===== config.mk =====
export PLATFORM = sky130hd
export DESIGN_NAME = wb_port_arbiter
export DESIGN_NICKNAME = d
export VERILOG_FILES = /design/src/rtl/wb_port_arbiter_pkg.sv /design/src/rtl/wb_port_arbiter_sec_fifo.sv /design/src/rtl/wb_port_arbiter.sv
export SDC_FILE = /design/constraint.sdc
export NUM_CORES = 1
export LEC_CHECK = 0
export ABC_AREA = 1
export CAP_MARGIN = 20
export CORE_UTILIZATION = 36
export CTS_BUF_LIST = sky130_fd_sc_hd__clkbuf_4
export DETAILED_ROUTE_END_ITERATION = 10
export SYNTH_ARGS = -nofsm -noshare
export SYNTH_HDL_FRONTEND = slang
export SYNTH_SLANG_ARGS = --single-unit

===== constraint.sdc =====
create_clock -name clk -period 4.17 [get_ports clk]
set_clock_uncertainty 0.2 [all_clocks]
set_input_delay 0.834 -clock clk [delete_from_list [all_inputs] [get_ports clk]]
set_output_delay 0.834 -clock clk [all_outputs]
set_load 0.03 [all_outputs]

===== src/rtl/wb_port_arbiter_pkg.sv =====
// wb_port_arbiter_pkg: register-file write port widths, well-known register codes and arbitration select type.
package wb_port_arbiter_pkg;
  localparam int REG_CODE_W = 4;
  localparam int REG_DATA_W = 32;
  localparam logic [REG_CODE_W-1:0] R13 = 4'd13;
  localparam logic [REG_CODE_W-1:0] R14 = 4'd14;
  localparam logic [REG_CODE_W-1:0] R15 = 4'd15;
  typedef enum logic [1:0] {SEL_NONE, SEL_PRI, SEL_SEC} sel_t;
endpackage


===== src/rtl/wb_port_arbiter_sec_fifo.sv =====
// wb_port_arbiter_sec_fifo: secondary write queue with per-entry WAW kill flags and a live-entry query.
module wb_port_arbiter_sec_fifo
  import wb_port_arbiter_pkg::*;
#(
  parameter int DEPTH = 4,
  localparam int AW = $clog2(DEPTH)
) (
  input  logic                  clk,
  input  logic                  rst_n,
  input  logic                  push,
  input  logic [REG_CODE_W-1:0] push_code,
  input  logic [REG_DATA_W-1:0] push_data,
  input  logic                  pop,
  input  logic                  kill_en,
  input  logic [REG_CODE_W-1:0] kill_code,
  input  logic [REG_CODE_W-1:0] qry_code,
  output logic [REG_CODE_W-1:0] head_code,
  output logic [REG_DATA_W-1:0] head_data,
  output logic                  head_kill,
  output logic [AW:0]           cnt,
  output logic                  qry_hit
);
  logic [REG_CODE_W-1:0] code_q [DEPTH];
  logic [REG_DATA_W-1:0] data_q [DEPTH];
  logic [DEPTH-1:0]      kill_q, vld;
  logic [AW-1:0]         wr_ptr, rd_ptr;
  assign head_code = code_q[rd_ptr];
  assign head_data = data_q[rd_ptr];
  assign head_kill = kill_q[rd_ptr];
  // An entry is occupied when its distance from the read pointer is below the count.
  always_comb begin
    vld = '0;
    qry_hit = 1'b0;
    for (int i = 0; i < DEPTH; i++) begin
      vld[i] = {1'b0, AW'(i) - rd_ptr} < cnt;
      qry_hit = qry_hit | (vld[i] & ~kill_q[i] & (code_q[i] == qry_code));
    end
  end
  always_ff @(posedge clk or negedge rst_n) begin
    if (!rst_n) begin
      wr_ptr <= '0;
      rd_ptr <= '0;
      cnt    <= '0;
      kill_q <= '0;
    end else begin
      if (push) wr_ptr <= wr_ptr + AW'(1);
      if (pop) rd_ptr <= rd_ptr + AW'(1);
      cnt <= cnt + {{AW{1'b0}}, push} - {{AW{1'b0}}, pop};
      for (int i = 0; i < DEPTH; i++)
        if (kill_en && vld[i] && code_q[i] == kill_code) kill_q[i] <= 1'b1;
      if (push) kill_q[wr_ptr] <= kill_en && push_code == kill_code;
    end
  end
  always_ff @(posedge clk) begin
    if (push) begin
      code_q[wr_ptr] <= push_code;
      data_q[wr_ptr] <= push_data;
    end
  end
endmodule


===== src/rtl/wb_port_arbiter.sv =====
// wb_port_arbiter: shares the register-file write port between the WB pipeline and a queued secondary source.
module wb_port_arbiter
  import wb_port_arbiter_pkg::*;
#(
  parameter int FIFO_DEPTH = 4,
  parameter int MAX_WAIT = 3,
  localparam int CW = $clog2(FIFO_DEPTH) + 1,
  localparam int WW = $clog2(MAX_WAIT + 1)
) (
  input  logic                  clk,
  input  logic                  rst_n,
  input  logic                  i_pri_vld,
  input  logic [REG_CODE_W-1:0] i_pri_code,
  input  logic [REG_DATA_W-1:0] i_pri_data,
  output logic                  o_pri_stall,
  input  logic                  i_sec_vld,
  output logic                  o_sec_rdy,
  input  logic [REG_CODE_W-1:0] i_sec_code,
  input  logic [REG_DATA_W-1:0] i_sec_data,
  output logic                  o_rf_we,
  output logic [REG_CODE_W-1:0] o_rf_code,
  output logic [REG_DATA_W-1:0] o_rf_data,
  input  logic [REG_CODE_W-1:0] i_qry_code,
  output logic                  o_qry_hit,
  output logic [CW-1:0]         o_fifo_cnt
);
  logic [REG_CODE_W-1:0] head_code;
  logic [REG_DATA_W-1:0] head_data;
  logic                  head_kill, empty, pop, fifo_hit;
  logic [WW-1:0]         wait_cnt;
  sel_t                  sel;
  assign empty = o_fifo_cnt == '0;
  assign o_sec_rdy = o_fifo_cnt < CW'(FIFO_DEPTH);
  assign o_pri_stall = (wait_cnt >= WW'(MAX_WAIT)) & ~empty;
  assign pop = ~(i_pri_vld & ~o_pri_stall) & ~empty;
  // A killed head is still popped but produces no write.
  assign sel = (i_pri_vld & ~o_pri_stall) ? SEL_PRI : (pop & ~head_kill) ? SEL_SEC : SEL_NONE;
  assign o_qry_hit = fifo_hit | (o_rf_we & (o_rf_code == i_qry_code));
  wb_port_arbiter_sec_fifo #(.DEPTH(FIFO_DEPTH)) u_fifo (
    .clk       (clk),
    .rst_n     (rst_n),
    .push      (i_sec_vld & o_sec_rdy),
    .push_code (i_sec_code),
    .push_data (i_sec_data),
    .pop       (pop),
    .kill_en   (sel == SEL_PRI),
    .kill_code (i_pri_code),
    .qry_code  (i_qry_code),
    .head_code (head_code),
    .head_data (head_data),
    .head_kill (head_kill),
    .cnt       (o_fifo_cnt),
    .qry_hit   (fifo_hit)
  );
  always_ff @(posedge clk or negedge rst_n) begin
    if (!rst_n) begin
      o_rf_we   <= 1'b0;
      o_rf_code <= '0;
      o_rf_data <= '0;
      wait_cnt  <= '0;
    end else begin
      o_rf_we <= sel != SEL_NONE;
      if (sel == SEL_PRI) begin
        o_rf_code <= i_pri_code;
        o_rf_data <= i_pri_data;
      end else if (sel == SEL_SEC) begin
        o_rf_code <= head_code;
        o_rf_data <= head_data;
      end
      wait_cnt <= (pop | empty) ? '0 :
                  (sel == SEL_PRI && wait_cnt < WW'(MAX_WAIT)) ? wait_cnt + WW'(1) : wait_cnt;
    end
  end
endmodule


### Word-level counts from Yosys, hierarchy flattened

Memory sizes are Yosys's and may differ from the RTL's.
Cells that the tools add are included.

| cells by class | value |
|---|---|
| add/sub/neg operators | 9 |
| multipliers | 0 |
| divide/modulo/power cells | 0 |
| order comparisons | 10 |
| eq/ne operators | 12 |
| shift operators | 0 |
| muxes and demuxes | 20 |
| bitwise operators | 27 |
| reductions and logical operators | 15 |

Operator list:

| cell | number |
|---|---|
| 32-bit 2-to-1 mux | 2 |
| 4-bit equality test | 10 |
| 1-bit AND | 14 |
| 2-bit by 3-bit less-than comparator with 1-bit output | 4 |
| 4-bit 2-to-1 mux | 3 |
| 1-bit logical AND | 11 |
| 1-bit 2-to-1 mux | 8 |
| 2-bit 2-to-1 mux | 4 |
| 1-bit inverter | 8 |
| 2-bit by 1-bit adder with 2-bit output (second input constant) | 3 |
| 2-bit by 3-bit less-than comparator with 1-bit output (second input constant) | 2 |
| 2-bit nonzero test | 3 |
| 1-bit bitwise OR | 5 |
| 4-bit bitwise mux | 1 |
| 1-bit by 2-bit subtractor with 2-bit output (first input constant) | 2 |
| 2-bit subtractor (first input constant) | 2 |
| 3-bit by 1-bit adder with 3-bit output | 1 |
| 3-bit zero test | 1 |
| 3-bit less-than comparator (second input constant) | 1 |
| 3-bit by 1-bit subtractor with 3-bit output | 1 |
| 1-bit binary-select mux with 2-bit select | 1 |
| 1-bit demux with 2-bit select | 1 |
| 2-bit by 1-bit equality test with 1-bit output (second input constant) | 1 |
| 2-bit equality test (second input constant) | 1 |
| 3 further kinds | 3 |

| storage, ports and cells | value |
|---|---|
| register bits | 50 |
| latch bits | 0 |
| memory bits (writable) | 144 |
| ROM bits | 0 |
| input port bits | 80 |
| output and inout bits | 43 |
| logic and storage cells | 103 |
| memories | 2 |

Memories:

| name | depth | width | rd ports | clocked after Yosys merged registers in | write ports | RTL line | text |
|---|---|---|---|---|---|---|---|
| u_fifo.data_q | 4 | 32 | 1 | 0 | 1 | wb_port_arbiter_sec_fifo.sv:24 | `logic [REG_DATA_W-1:0] data_q [DEPTH];` |
| u_fifo.code_q | 4 | 4 | 5 | 0 | 1 | wb_port_arbiter_sec_fifo.sv:23 | `logic [REG_CODE_W-1:0] code_q [DEPTH];` |

### Depth between registers and ports, before layout

Gate-level depths: netlist (run 1).

| depth | value |
|---|---|
| depth after elaboration | 16 |
| mapped depth | 16 |
| depth with buffers taken out | 14 |

### Modules after synthesis

Synthesis (run 1) repeated with hierarchy kept, for this count alone.

| unflattened totals | value |
|---|---|
| cell total of the unflattened synthesis | 921 |
| area total of the unflattened synthesis | 9,188.8 sq um |

Modules (own cells, without submodules):

| module | times used | cells an instance | area each (sq um) | seq. area each (sq um) |
|---|---|---|---|---|
| wb_port_arbiter_sec_fifo | 1 | 569 | 6,779.0 | 4,599.4 |
| wb_port_arbiter | 1 | 352 | 2,409.8 | 975.9 |

### Worst setup path before layout (run 1)

OpenSTA, ideal clock, no wires.

| timing | value |
|---|---|
| path type | reg-to-reg |
| start point | reg u_fifo.cnt[2] |
| end point | mem u_fifo.code_q[1][0], enable pin |
| library setup time | 0.431 ns |
| data arrival time | 2.539 ns |
| data required time | 3.539 ns |
| path slack | 1.001 ns |
| stages on the path, launching flop included | 4 |
| path buffers | 0 |
| clock period less this slack | 3.169 ns |
| cells stage by stage | dfrtp_1 > clkinv_1 > nand2_2 > nor2_1 |

| on the way | value |
|---|---|
| word-level cells in the longest chain between the ends | 4 |

Ends and longest elaborated chain:

| item | RTL line | text |
|---|---|---|
| from (decl) | wb_port_arbiter_sec_fifo.sv:20 | `output logic [AW:0] cnt,` |
| from (signal assigned) | wb_port_arbiter_sec_fifo.sv:48 | `cnt <= cnt + {{AW{1'b0}}, push} - {{AW{1'b0}}, pop};` |
| 3-bit less-than comparator | wb_port_arbiter.sv:33 | `assign o_sec_rdy = o_fifo_cnt < CW'(FIFO_DEPTH);` |
| via o_sec_rdy | wb_port_arbiter.sv:17 | `output logic o_sec_rdy,` |
| 1-bit AND | wb_port_arbiter.sv:42 | `.push (i_sec_vld & o_sec_rdy),` |
| 1-bit 2-to-1 mux | wb_port_arbiter_sec_fifo.sv:55 | `if (push) begin` |
| 1-bit 2-to-1 mux (not written as such) | wb_port_arbiter_sec_fifo.sv:56 | `code_q[wr_ptr] <= push_code;` |
| to (decl) | wb_port_arbiter_sec_fifo.sv:23 |  |

The timed path passes the listed nets, and every way through them passes these cells.

### Worst setup path in the final report (run 1)

| timing | value |
|---|---|
| start point | reg u_fifo.rd_ptr[0] |
| end point | out o_qry_hit |

| on the way | value |
|---|---|
| word-level cells in the longest chain between the ends | 8 |
| elaborated cells on any way between the ends | 20 |
| classes of those cells | add/sub (4); order compare (4); bitwise (12) |

Ends and longest elaborated chain:

| item | RTL line | text |
|---|---|---|
| from (decl) | wb_port_arbiter_sec_fifo.sv:26 | `logic [AW-1:0] wr_ptr, rd_ptr;` |
| from (signal assigned) | wb_port_arbiter_sec_fifo.sv:47 | `if (pop) rd_ptr <= rd_ptr + AW'(1);` |
| 1-bit by 2-bit subtractor with 2-bit output | wb_port_arbiter_sec_fifo.sv:35 | `vld[i] = {1'b0, AW'(i) - rd_ptr} < cnt;` |
| 2-bit by 3-bit less-than comparator with 1-bit output | wb_port_arbiter_sec_fifo.sv:35 |  |
| 1-bit AND (2 in a row) | wb_port_arbiter_sec_fifo.sv:36 | `qry_hit = qry_hit \| (vld[i] & ~kill_q[i] & (code_q[i] == qry_code));` |
| 1-bit bitwise OR (2 in a row) | wb_port_arbiter_sec_fifo.sv:36 |  |
| 1-bit bitwise OR (*) | wb_port_arbiter_sec_fifo.sv:36 |  |
| 1-bit bitwise OR (*) | wb_port_arbiter.sv:38 | `assign o_qry_hit = fifo_hit \| (o_rf_we & (o_rf_code == i_qry_code));` |
| to (decl) | wb_port_arbiter.sv:24 | `output logic o_qry_hit,` |

Every way passes the cells marked *; elsewhere a longest branch is shown, timed or not.

==> metrics, run 1 <==
achievable frequency between 200 and 300 MHz; Total Wirelength 22.8 mm; cts bufs inserted 17; Final nets approximately 1,100; synthesized netlist cell count 892; CP peak stage delay ~0.65 ns; Die W between 150 and 200 µm; Setup CP Type reg -> out; worst-path maximum fanout just under 70; core box area roughly 24,000 µm²; main combinational cell family by area after synthesis simple AND/OR/NAND/NOR gates; Worst Slack Setup Final around 0.59 ns; residual DRC count 0; met1 usage roughly a quarter; mux cell area share after synthesis 0%; hold buffer count at cts 0; grt ovf 0; post-synth top area share roughly half; Boundary Pins 123; CP dominant cell by count nand3_1; Bufs on Longest Clock Path 2; end point of the critical path o_qry_hit; initial antenna violation count 2; WL/cell roughly 17 µm; DP Area 10,300 µm²; Yosys cell types 28; power per cell area 660 nW/µm²; pre-CTS setup slack 0.874 ns; syn nets between 900 and 1,000; die area ~25,000 µm²; simple-gate share of the synthesized area a little over a quarter; length of the first detailed-routing pass in iterations 6; Design Area, Final approximately 11,000 µm²; Starting Density a little over a third; Post-Synth Adder-Cell Area 1.78%; Setup violations, final 0; number of buffers added on ports approximately 120; Crit Reg-Reg Endpoint o_rf_data[31]; die height about 160 µm; CTS tree yes; r2r setup slk around 1.5 ns; fin crit share 85.8%; clk_lat worst skew ~0.57 ns; H-tree depth 4; Fillers approximately 2,300; Final GP Congestion about 0.91; CP required around 3.1 ns; crit-path cells buf_4 -> nand2_1 -> nand3_1 -> nand3_1 -> nor2_1 -> nor2_1 -> nand3_1 -> buf_4; max-cap violation count 0; Hold WC Path Type in -> async; most frequent cells in the layout 316 x nand2_1, 144 x edfxtp_1, 140 x nand3_1; setup repair bufs after CTS 0; Slew Limit Fails 0; CTS sink count between 150 and 200; Worst R2R Path Depth 8; Mapped Area between 8000 and 9000 µm²; status complete, no violations; met2 usage just under 30%; most common cell after layout, fill and taps aside nand2_1; Mean Syn Cell Area approximately 10 µm²; vias in the first global route 6,172; unrepaired setup endpoints after global routing no; clock slew at reported path FFs 0.17 ns; Total Neg Setup Slack 0 ns; RR Startpoint u_fifo.rd_ptr[1]; GRT Total Usage about 19%; Synth Area in XOR/XNOR under 10%; hpwl dp between 10 and 15 mm; global-route wire length before repair between 30 and 40 mm; busiest grt layer met2; fraction of layout cells with a size suffix above 1 6.31%; Max IR drop VDD roughly 0.00033 V; Leak around 4.4 nW; vias per cell roughly 4.9; post-synth top area cell edfxtp_1; Root Driver clkbuf_4; Resized Gates After CTS 0; met3 GRT Util 3.68%; hold violation count in the final report 0; Rel. slew slack a little over a third; CP max stage cell buf_4; Syn. warnings 0; startpoint types flip-flop; Iter 0 DRT Violations roughly 440; Core Rows 57; crit path capture type primary output; Synth Area in Compound Gates 0.862%; top cells by area, synth edfxtp_1 49%, dfrtp_1 14%, nand2_1 13%, nand3_1 7.9%, nand4_1 2.3%; Critical Path AT 2.55 ns; post-synthesis sequential area ratio 62.9%; Post-DRT Antenna Nets 0; worst slew pin tran roughly 0.96 ns; Via Count roughly 6,500; largest net degree at the start of global routing a little under 80; Synth Register Bits about 190; CP startpoint u_fifo.rd_ptr[0]; Final min period around 3.6 ns; area grow syn2layout 20.5%
-- metrics by stage --
step	util [%]	hold slack (ns)	power, mW	instances
detailed placement	42.6	0.238	6.02	1306
floorplan	-	0.208	4.88	892
global placement	42.6	0.223	5.98	1306
global route	44.0	0.162	7.55	1339
finish	44.0	0.157	7.05	1339
CTS	44.0	0.147	7.11	1338
-- state kept, by name, indices dropped and copies added (netlist names) --
| name | count |
|---|---|
| o_rf_code | 4 |
| o_rf_data | 32 |
| o_rf_we | 1 |
| u_fifo.cnt | 3 |
| u_fifo.code_q | 16 |
| u_fifo.data_q | 128 |
| u_fifo.kill_q | 4 |
| u_fifo.rd_ptr | 2 |
| u_fifo.wr_ptr | 2 |
| wait_cnt | 2 |
-- worst min path at each step --
stage           startpoint            end  slack (ns)  depth (start not counted)
5_1_grt              rst_n  u_fifo.cnt[1]        0.16                          1
4_1_cts              rst_n  u_fifo.cnt[1]        0.15                          1
3_3_place_gp   wait_cnt[0]    wait_cnt[0]        0.22                          1
3_5_place_dp   wait_cnt[0]    wait_cnt[0]        0.24                          1
2_1_floorplan  wait_cnt[0]    wait_cnt[0]        0.21                          1
6_report             rst_n  u_fifo.cnt[1]        0.16                          1
-- cells in the mapped netlist --
cell and n:
nor2_8 1, dfrtp_1 50, ha_1 11, buf_4 5
buf_1 4, buf_2 26, nor2_1 50, nand2_4 2
inv_1 48, clkbuf_1 7, inv_2 2, or2_2 1
buf_6 5, inv_4 1, o22ai_1 1, fa_1 1
nand4_1 33, o211ai_1 2, nor2_4 1, nand2_1 316
nand3_1 140, edfxtp_1 144, clkinv_1 1, o21ai_0 6
nand2_2 4, xnor2_1 22, a21oi_1 5, xor2_1 3
-- kinds of logic after synthesis --
| kind of cell | count (synthesis) |
|---|---|
| DFF | 194 |
| adders and majority gates | 12 |
| buffers and inverters | 99 |
| xor gates and xnor gates | 25 |
| and+or+nand+nor | 548 |
| AOI/OAI and AO/OA | 14 |
-- power by group --
group / internal [mW] / switching [mW]
combinational: 1.04 / 2.16
sequential: 2.53 / 0.224
clock: 0.350 / 0.741
-- area by class of cell --
cell class,instances,area [µm²],share of cell area (%)
inverters,52,198,1.85
repair buffers,137,1330,12.4
clock buffers,17,128,1.20
flip-flops and latches,194,5580,52.2
diodes,1,2.50,0.0234
clock inverters,15,206,1.93
multi-input cells,599,2830,26.5
well taps,324,405,3.80
-- critical path: cells and delay by family (launching register included) --
family	cells	cell delay, ns
buffers and inverters	2	0.81
and+or+nand+nor	6	0.71
DFF	1	0.44
-- per-layer routing --
metal | part of all wire (%) | vias up | wire length, µm
met5 | 0.044 | - | 10
met4 | 0.83 | 2 | 190
met3 | 5.6 | 13 | 1270
met2 | 46 | 177 | 10600
met1 | 47 | 3105 | 10800
li1 | - | 3202 | -
Note: power is estimated with default switching activity, not from simulation.
==> inputs of run 2 (changes only) <==
--- a/config.mk
+++ b/config.mk
@@ -7,7 +7,7 @@
 export LEC_CHECK = 0
 export ABC_AREA = 1
 export CAP_MARGIN = 20
-export CORE_UTILIZATION = 36
+export CORE_UTILIZATION = 31
 export CTS_BUF_LIST = sky130_fd_sc_hd__clkbuf_4
 export DETAILED_ROUTE_END_ITERATION = 10
 export SYNTH_ARGS = -nofsm -noshare
==> run 2 against run 1 <==
Net effect: routed wire length increased by 1.1%; total power decreased by 2.2%; final cell count increased by 4.2%; register-to-register slack got worse by 0.16 ns; critical path type unchanged.
==> metrics, run 2 (synthesized netlist as in run 1, its figures left out) <==
status complete, no violations; Max IR drop VDD just under 0.0004 V; CP Buf/Inv Count 2; setup repair bufs after CTS 0; clock slew at reported path FFs around 0.16 ns; GRT Total Usage between 15 and 20%; Setup CP Type reg -> out; startpoint types flip-flop; max-cap violation count 0; most common cell after layout, fill and taps aside nand2_1; CP peak stage delay slightly above 0.6 ns; Final nets 1,093; cell-internal power ~3.8 mW; Die W around 170 µm; Crit. path cell count 8; unrepaired setup endpoints after global routing no; delay-heaviest family, CP buffers and inverters; clk_lat worst skew approximately 0.58 ns; Setup violations, final 0; Reg power frac 40.0%; multi-input logic area between 2000 and 3000 µm²; Total Neg Setup Slack 0 ns; crit-path cells buf_4 -> nand2_1 -> nand3_1 -> nand3_1 -> nor2_1 -> nor2_1 -> nand3_1 -> buf_4; H-tree depth 4; die height about 170 µm; global-route wire length before repair approximately 35 mm; worst slew pin tran around 0.85 ns; Non-Filler Instances 1,395; worst-path maximum fanout between 60 and 70; Final GP Congestion roughly 0.91; Switching Fraction between 40 and 50%; Final min period 3.51 ns; Largest Register u_fifo.data_q; met3 GRT Util 4.33%; WL/cell between 15 and 20 µm; Core Rows 61; area grow syn2layout 20.6%; Hold WC Path Type in -> async; Resized Gates After CTS 0; Critical Path AT between 2 and 2.5 ns; Post-DRT Antenna Nets 0; CP required roughly 3.1 ns; Rel. slew slack 43.6%; Total Wirelength around 23 mm; CP max stage cell buf_4; initial antenna violation count 7; Iter 0 DRT Violations approximately 520; Leak around 4.3 nW; Worst R2R Path Depth 6; Fillers roughly 2,800; grt ovf 0; CTS tree yes; most frequent cells in the layout 316 x nand2_1, 144 x edfxtp_1, 140 x nand3_1; Root Driver clkbuf_4; switching power total around 3 mW; cts bufs inserted 17; power per cell area approximately 640 nW/µm²; residual DRC count 0; Boundary Pins 123; largest registers u_fifo.data_q (128), o_rf_data (32), u_fifo.code_q (16); Power Total slightly below 7 mW; Clk pwr share a little over an eighth; Post-Place Cells 1,360; busiest grt layer met2; hold violation count in the final report 0; CP dominant cell by count nand3_1; met1 usage 21.0%; crit path capture type primary output; hpwl dp ~15 mm; hold buffer count at cts 0; core box area around 28,000 µm²; vias in the first global route about 6,300; CTS sink count 194; Bufs on Longest Clock Path 2; Slew Limit Fails 0; fin crit share between 80% and 90%; achievable frequency between 200 and 300 MHz; vias per cell ~4.7; largest net degree at the start of global routing slightly below 80; flip-flop and latch area 5580 µm²; met2 usage 26.0%; length of the first detailed-routing pass in iterations 5; number of buffers added on ports ~120; max reg flops approximately 130; die area between 20,000 and 30,000 µm²; fraction of layout cells with a size suffix above 1 6.11%; Comb power frac between 40% and 50%; Starting Density a little under a third; Via Count about 6,500
run 2: cell type report:
type,count,area share (%)
clock buffer,18,1.26
antenna,3,0.0703
timing repair buffer,137,12.5
sequential,194,52.2
clock inverter,14,1.15
inverter,52,1.85
multi-input combinational,599,26.5
tap,378,4.43
run 2: routing by layer:
metal	up-vias	share of wire, %
li1	3204	-
met1	3096	45
met2	175	47
met3	37	6.5
met4	8	1.9
met5	-	0.25
run 2: power by group through the flow:
stage | Clock (mW) | Combinational, mW | Sequential [mW]
global placement | 0 | 3.20 | 2.80
global route | 1.03 | 3.54 | 2.80
CTS | 0.972 | 3.23 | 2.76
detailed placement | 0 | 3.22 | 2.81
floorplan | 0 | 1.77 | 3.11
finish | 0.940 | 3.20 | 2.76
run 2: through the flow:
| step | setup WS [ns] | hold slack [ns] | area [µm²] | util (%) |
|---|---|---|---|---|
| global route | 0.401 | 0.0458 | 10700 | 38.2 |
| floorplan | 1.00 | 0.208 | 8860 | - |
| finish | 0.657 | 0.0440 | 10700 | 38.3 |
| global placement | 0.887 | 0.221 | 10400 | 37.3 |
| CTS | 0.567 | 0.0145 | 10700 | 38.2 |
| detailed placement | 0.896 | 0.231 | 10400 | 37.3 |
run 2: worst paths after layout:
| kind | slack, ns | to | from |
|---|---|---|---|
| setup / recovery | 0.66 | o_qry_hit | u_fifo.rd_ptr[0] |
| hold / removal | 0.04 | u_fifo.cnt[1] | rst_n |
| setup reg to reg | 1.35 | u_fifo.data_q[0][0] | u_fifo.cnt[2] |
| hold reg to reg | 0.24 | wait_cnt[0] | wait_cnt[0] |
| max in group asynchronous | 2.89 | o_rf_code[3] | rst_n |
| min in group clk | 0.24 | wait_cnt[0] | wait_cnt[0] |
==> inputs of run 3 (changes only) <==
==> constraint.sdc (replaced) <==
create_clock -name clk -period 3.3 [get_ports clk]
set_clock_uncertainty 0.2 [all_clocks]
set_input_delay 0.66 -clock clk [delete_from_list [all_inputs] [get_ports clk]]
set_output_delay 0.66 -clock clk [all_outputs]
set_load 0.03 [all_outputs]
==> run 3 against run 2 <==
Net effect: highest routed layer unchanged; global-route usage up 0.40 points; cell area up 2.3%; utilization up 0.89 points; final cell count up 0.72%; total power up 32%; critical endpoint unchanged; combinational power up 36%.
==> metrics, run 3 (synthesized netlist as in run 1, its figures left out) <==
status complete, no violations; Max IR drop VDD 0.000423 V; Post-DRT Antenna Nets 0; Via Count 6,517; CTS tree yes; fin crit share 95.6%; Die W 171 µm; clk_lat worst skew between 0.5 and 0.6 ns; residual DRC count 0; multi-input logic area slightly below 3000 µm²; die area approximately 30,000 µm²; grt ovf 0; Rel. slew slack about two fifths; Hold WC Path Type reg -> reg; Starting Density approximately a third; vias in the first global route around 6,300; Fillers 2,790; Leak approximately 4.4 nW; global-route wire length before repair between 30 and 40 mm; cts bufs inserted 17; die height 171 µm; power per cell area around 830 nW/µm²; clock slew at reported path FFs 0.16 ns; Design Area, Final roughly 11,000 µm²; Boundary Pins approximately 120; Largest Register u_fifo.data_q; Total Neg Setup Slack 0 ns; area grow syn2layout 23.4%; CP peak stage delay 0.50 ns; CP required between 2 and 2.5 ns; fraction of layout cells with a size suffix above 1 approximately 8.3%; vias per cell 4.64; Final nets 1,104; Reg power frac 38.4%; WL/cell between 15 and 20 µm; Clk pwr share around 14%; final design utilization 39.1%; worst-path maximum fanout 3; GRT Total Usage around 17%; cell-internal power ~5.1 mW; CTS sink count between 150 and 200; Comb power frac between 40% and 50%; crit path capture type primary output; max-cap violation count 0; Setup violations, final 0; H-tree depth 4; Power Total roughly 9.1 mW; startpoint types flip-flop; max reg flops 128; number of buffers added on ports ~120; Iter 0 DRT Violations around 400; Bufs on Longest Clock Path 2; crit-path cells inv_4 -> nand2_8 -> nand2_4 -> inv_4 -> ha_4 -> inv_2 -> nor2_2 -> nand2_1 -> nand3_1 -> nor2_1 -> nor2_1 -> nand3_1 -> buf_6; Core Rows 61; worst slew pin tran between 0.9 and 1 ns; hpwl dp roughly 15 mm; core box area between 20,000 and 30,000 µm²; CP max stage cell dfrtp_2; flip-flop and latch area between 5000 and 6000 µm²; largest net degree at the start of global routing ~80; Setup CP Type reg -> out; Slew Limit Fails 0; Root Driver clkbuf_4; most common cell after layout, fill and taps aside nand2_1; Critical Path AT 2.29 ns; length of the first detailed-routing pass in iterations 4; Final GP Congestion between 0.8 and 0.9; switching power total 4.02 mW; Final min period about 3.2 ns; largest registers u_fifo.data_q (128), o_rf_data (32), u_fifo.code_q (16); most frequent cells in the layout 312 x nand2_1, 144 x edfxtp_1, 140 x nand3_1; Total Wirelength around 23 mm; initial antenna violation count 8; hold violation count in the final report 0; DP Area about 10,000 µm²; achievable frequency 317 MHz; Switching Fraction approximately 44%
## run 3: changes by cell type in the layout (fill, tap and decap cells not counted), sizes merged
cell,before,now
buf,17,27
dlygate4sd3,0,1
diode,3,2
clkinv,9,7
clkinvlp,0,3
clkbuf,18,17
## run 3: path summary, 6_finish.rpt
| path | slack, ns | endpoint | depth (start not counted) | startpoint |
|---|---|---|---|---|
| max in group asynchronous | 1.82 | o_rf_code[1] | 3 | rst_n |
| hold / removal | 0.25 | wait_cnt[0] | 1 | wait_cnt[0] |
| setup reg to reg | 0.48 | o_rf_data[31] | 10 | u_fifo.rd_ptr[1] |
| setup / recovery | 0.15 | o_qry_hit | 13 | u_fifo.rd_ptr[0] |
| min in group asynchronous | 0.46 | u_fifo.cnt[2] | 2 | rst_n |
| hold reg to reg | 0.25 | wait_cnt[0] | 1 | wait_cnt[0] |
## run 3: worst max-delay path: cells and delay by family, from the launching register on
kind          cells  cell delay [ns]
fa+ha+maj         1             0.24
buf+inv           4             0.33
flops             1             0.50
simple gates      8             0.66
## run 3: cell type report
type	count	area share (%)
repair buffers	148	13.6
well taps	378	4.33
diodes	2	0.0458
clock buffers	17	1.17
multi-input cells	599	26.5
clock inverters	15	1.48
flip-flops and latches	194	51.0
inverters	52	1.89
## run 3: per-layer routing
metal	global-route usage, %	vias to the layer above	wire, µm
li1	-	3233	-
met1	20.9	3105	10500
met3	4.28	32	1300
met2	27.8	139	11200
met5	0	-	51
met4	5.36	8	383
## run 3: repair_timing
| item | CTS | global route |
|---|---|---|
| hold buffers | 1 | 0 |
| pin swaps | 0 | 10 |
| hold endpoints to repair | 29 | 0 |
| resized for setup | 5 | 24 |
| buffers inserted | 0 | 8 |
| endpoints found under the setup margin | 1 | 1 |
## run 3: stage by stage
stage / setup slack [ns] / hold WS, ns / cells
floorplan: 0.131 / 0.164 / 892
global route: -0.0213 / 0.269 / 1404
finish: 0.145 / 0.250 / 1405
CTS: 0.00407 / 0.263 / 1395
detailed placement: 0.360 / 0.242 / 1362
global placement: 0.345 / 0.220 / 1362
## run 3: power by group through the flow
stage	combinational [mW]	sequential (mW)	clock, mW
finish	4.34	3.48	1.26
global route	4.80	3.54	1.40
CTS	4.16	3.47	1.30
detailed placement	4.13	3.53	0
global placement	4.09	3.52	0
floorplan	2.24	3.93	0
